### src/rtl/fact_host.sv
// Bus master that drives an external factorial core through its register block:
// programs the operand, waits for the core's interrupt (with timeout), reads the 64-bit result.
`timescale 1ns/1ps
module fact_host #(
  parameter logic [7:0] ADDR_BASE   = 8'h20,
  parameter int         TIMEOUT_CYC = 4096
) (
  input  logic        clk,
  input  logic        reset_n,
  input  logic        start,
  input  logic [31:0] operand,
  output logic        busy,
  output logic        done,
  output logic        error,
  output logic [63:0] result,
  output logic        M_req,
  output logic        M_wr,
  output logic [7:0]  M_address,
  output logic [31:0] M_dout,
  input  logic        M_grant,
  input  logic [31:0] M_din,
  input  logic        f_interrupt
);

  typedef enum logic [3:0] {
    IDLE, REQ_W, WR_OP, WR_IE, WR_GO, WAIT_INT, REQ_R, RD_LO, RD_HI, WR_CLR, FIN
  } state_t;

  localparam logic [15:0] TIMEOUT_LAST = 16'(TIMEOUT_CYC - 1);

  state_t      state;
  logic [31:0] op_reg;
  logic [15:0] timer;

  // Bus outputs are loaded on the transition into each state, so they describe the
  // current state and simply hold while the arbiter withholds the grant.
  always_ff @(posedge clk) begin
    if (!reset_n) begin
      state     <= IDLE;
      op_reg    <= '0;
      timer     <= '0;
      busy      <= 1'b0;
      done      <= 1'b0;
      error     <= 1'b0;
      result    <= '0;
      M_req     <= 1'b0;
      M_wr      <= 1'b0;
      M_address <= '0;
      M_dout    <= '0;
    end else begin
      done  <= 1'b0;
      error <= 1'b0;
      case (state)
        IDLE: if (start) begin
          op_reg    <= operand;
          busy      <= 1'b1;
          M_req     <= 1'b1;
          M_wr      <= 1'b0;
          M_address <= ADDR_BASE + 8'd2;
          M_dout    <= '0;
          state     <= REQ_W;
        end
        REQ_W: if (M_grant) begin
          M_wr      <= 1'b1;
          M_address <= ADDR_BASE;
          M_dout    <= op_reg;
          state     <= WR_OP;
        end
        WR_OP: if (M_grant) begin
          M_address <= ADDR_BASE + 8'd1;
          M_dout    <= 32'h1;
          state     <= WR_IE;
        end
        WR_IE: if (M_grant) begin
          M_address <= ADDR_BASE + 8'd3;
          M_dout    <= 32'h1;
          state     <= WR_GO;
        end
        WR_GO: if (M_grant) begin
          M_req  <= 1'b0;
          M_wr   <= 1'b0;
          M_dout <= '0;
          timer  <= '0;
          state  <= WAIT_INT;
        end
        // Interrupt is tested first so it wins over a simultaneous timeout.
        WAIT_INT: begin
          if (f_interrupt) begin
            timer     <= '0;
            M_req     <= 1'b1;
            M_wr      <= 1'b0;
            M_address <= ADDR_BASE + 8'd5;
            state     <= REQ_R;
          end else if (timer == TIMEOUT_LAST) begin
            timer <= '0;
            error <= 1'b1;
            busy  <= 1'b0;
            state <= IDLE;
          end else begin
            timer <= timer + 16'd1;
          end
        end
        REQ_R: if (M_grant) begin
          state <= RD_LO;
        end
        RD_LO: if (M_grant) begin
          result[31:0] <= M_din;
          M_address    <= ADDR_BASE + 8'd6;
          state        <= RD_HI;
        end
        RD_HI: if (M_grant) begin
          result[63:32] <= M_din;
          M_wr          <= 1'b1;
          M_address     <= ADDR_BASE + 8'd4;
          M_dout        <= 32'h1;
          state         <= WR_CLR;
        end
        WR_CLR: if (M_grant) begin
          M_req  <= 1'b0;
          M_wr   <= 1'b0;
          M_dout <= '0;
          state  <= FIN;
        end
        FIN: begin
          done  <= 1'b1;
          busy  <= 1'b0;
          state <= IDLE;
        end
        default: state <= IDLE;
      endcase
    end
  end

endmodule

### config.mk
export PLATFORM = sky130hd
export DESIGN_NAME = fact_host
export DESIGN_NICKNAME = d
export VERILOG_FILES = /design/src/rtl/fact_host.sv
export SDC_FILE = /design/constraint.sdc
export NUM_CORES = 1
export LEC_CHECK = 0
export BUFFER_PORTS_ARGS = -buffer_cell sky130_fd_sc_hd__buf_4
export CELL_PAD_IN_SITES_DETAIL_PLACEMENT = 1
export CELL_PAD_IN_SITES_GLOBAL_PLACEMENT = 2
export CORE_UTILIZATION = 27
export CTS_BUF_LIST = sky130_fd_sc_hd__clkbuf_8
export DETAILED_ROUTE_END_ITERATION = 10
export PLACE_DENSITY_LB_ADDON = 0.1
export SKIP_CTS_REPAIR_TIMING = 1
export SLEW_MARGIN = 20
export SYNTH_ARGS = -nofsm -noshare
export SYNTH_HDL_FRONTEND = slang
export SYNTH_SLANG_ARGS = --single-unit
### constraint.sdc
create_clock -name clk -period 1.81 [get_ports clk]
set_input_delay 0.362 -clock clk [delete_from_list [all_inputs] [get_ports clk]]
set_output_delay 0.362 -clock clk [all_outputs]
set_load 0.1 [all_outputs]
==> qor.csv <==
stage,metric,value,unit
sta,final.setup.tns,0,ns
setup_path,cp_slowest_stage_delay,0.38,ns
drt,dr_total_vias,5925,
flow_run,cap_viol_max_count,0,
setup_path,critPathMaxFanout,5,
cts,cts_buffers,17,
global_route,grt_max_degree,63,
sta,skew,0.0142,ns
global_route,antenna_found_initial,0,
die,core,22100,µm²
outcome,status,completed,
sta,min_period,1.75,ns
global_route,grt_usage,17.9,%
setup_path,cp_top_family,compound AO/OA/AOI/OAI gates,
global_route,grt_overflow,0,
logic_synthesis,synth_top_area_cell,dfxtp_1,
sta,fin_crit_sh,96.7,%
worst_hold_path,min_path_type,primary input to flip-flop,
logic_synthesis,ys_seq_elements,157,
setup_path,path_cells,"ha_4, nand4b_1, nor4_4, a21oi_4, a211o_1, o41ai_2",
die,initial_utilization,27.9,%
setup_path,crit_type,flip-flop to flip-flop,
final_layout,postLayoutCoreUtil,39.1,%
die,die_h,153,µm
final_layout,diodes,0,
drt,via_per_inst,4.74,
cts,cts_root_buf,clkbuf_8,
cts,cts_sinks,157,
cts,clk_pin_slew,0.10,ns
sta,setup_violations,0,
drt,drt_first_iter_violations,192,
logic_synthesis,synth.most_common_cell,nand2_1,
global_route,grt_pass1_wl,32700,µm
setup_path,end_kind,flip-flop,
setup_path,crit_buf_inv,0,
drt,drt-total-wl,20900,µm
placement,dp_hpwl,14300,µm
sta,rsz0062_at_grt,yes,
final_layout,final_layout_size_suffix_gt1_share,29.9,%
setup_path,cp.arrival,2.10,ns
final_layout,largest_reg_flops,64,
drt,drt.antenna.violating_nets,0,
final_layout,nNetsFinal,1026,
logic_synthesis,synth_cell_type_count,51,
placement,post_dp_cell_area,8050,µm²
logic_synthesis,synthTopCellsByArea,"dfxtp_1, nand2_1, a21oi_1, nand3_1, o21ai_0",
logic_synthesis,synth.avg_cell_area,7.99,µm²
pwr,p_per_area,1190,nW/µm²
placement,place.gp.congestion,0.842,
final_layout,regArea,3150,µm²
setup_path,start_kind,flip-flop,
placement,place_inst,1212,
cts,htreeDepth,4,
logic_synthesis,synth_flop_cell,dfxtp_1,
pwr,p_leak,3.40,nW
logic_synthesis,async_reset_ff_share,0,%
die,rows,54,
cts,cts_tree,yes,
drt,first_pass_iters,4,
logic_synthesis,synth.yosys.seq_area_share,50.9,%
die,die_w,153,µm
logic_synthesis,synth_top_area_share,50.9,%
logic_synthesis,synth_enable_flop_cells,0,
sta,finalHoldViolCount,0,
die,ios,178,
logic_synthesis,yosysWarnings,0,
logic_synthesis,syn_area,6170,µm²
drt,wl_per_cell,16.7,µm
setup_path,slowest_stage,dfxtp_2,
final_layout,fillers,2649,
drt,drc,0,
setup_path,worstPathRequired,2.16,ns
sta,slew_violations,0,
placement,io_buffer_count,173,
sta,fmax,0.571,GHz
final_layout,multiInputGateArea,2790,µm²
logic_synthesis,yosys-top-cells-count,"nand2_1, dfxtp_1, a21oi_1, nand3_1, o21ai_0",
cts,insertion_delay,0.46,ns
pwr,vdd_drop_max,0.000487,V
final_layout,design_area,8640,µm²
logic_synthesis,netlist_instances,772,
cts,clock_path_buffers,2,
global_route,grt_pass1_vias,6121,
die,die_area,23500,µm²
final_layout,fin_cells,1249,
final_layout,area_delta_synth_final,40.0,%
## kinds of logic (layout without fill, tap and decap cells)
kind of cell    Yosys count  count (layout)  synth area share [%]
compound gates          175             175                  16.0
xor+xnor                 13              13                  1.85
fa+ha+maj                 1               1                 0.203
buf+inv                  71             265                  5.56
flops                   157             157                  50.9
mux                       3               3                 0.507
other cells               1               4                0.0608
simple gates            351             351                  24.9
## tightest hold or removal path: cells and delay by family
family                 cells  cell delay (ns)
buffers and inverters      1             0.11
AOI/OAI and AO/OA          1             0.05
and+or+nand+nor            1             0.05
## metrics by stage
step	worst slack (ns)	hold WS, ns	power, mW
CTS	-0.0717	0.106	10.2
floorplan	0.107	0.429	6.09
finish	0.0597	0.142	10.3
global placement	0.0279	0.435	7.20
global route	0.00593	0.105	10.9
detailed placement	-0.0440	0.446	7.28
## area by class of cell
type                    count  area share, %
clock inverters            14           1.96
well taps                 280           4.06
multi-input cells         547           32.3
inverters                   5          0.232
repair buffers            228           22.1
clock buffers              18           2.87
flip-flops and latches    157           36.5
## final timing paths
kind	cells past startpoint	from	end	slack (ns)
max	6	timer[1]	state[2]	0.06
min	3	operand[16]	op_reg[16]	0.14
max reg2reg	6	timer[1]	state[2]	0.06
min reg2reg	2	op_reg[29]	M_dout[29]	0.46
## layer usage
metal	track usage, %	wire length, µm	vias up
met2	31.6	10700	109
li1	-	-	2928
met4	6.30	346	0
met5	0	0	-
met3	4.62	977	24
met1	20.7	8860	2864
## cell usage in the layout (no fill, tap or decap), types with 4 or more instances in the layout
cell	instances
nor2_1	25
xnor2_1	7
clkbuf_8	18
nand2b_1	5
inv_1	4
buf_4	212
nand3_1	41
o21ai_1	7
conb_1	4
dfxtp_1	151
buf_12	14
nor2b_1	9
and3_1	6
inv_6	6
xor2_1	6
nor3_1	7
o21ai_0	37
a21oi_1	107
nand2_1	234
dfxtp_2	6
## where the power goes
group	leakage, nW	switching [mW]	internal, mW	total (mW)
sequential	1.27	0.165	3.72	3.88
clock	0.215	1.49	1.32	2.81
combinational	1.91	2.31	1.31	3.61
total	3.40	3.96	6.34	10.3
(Power assumes the default switching activity.)
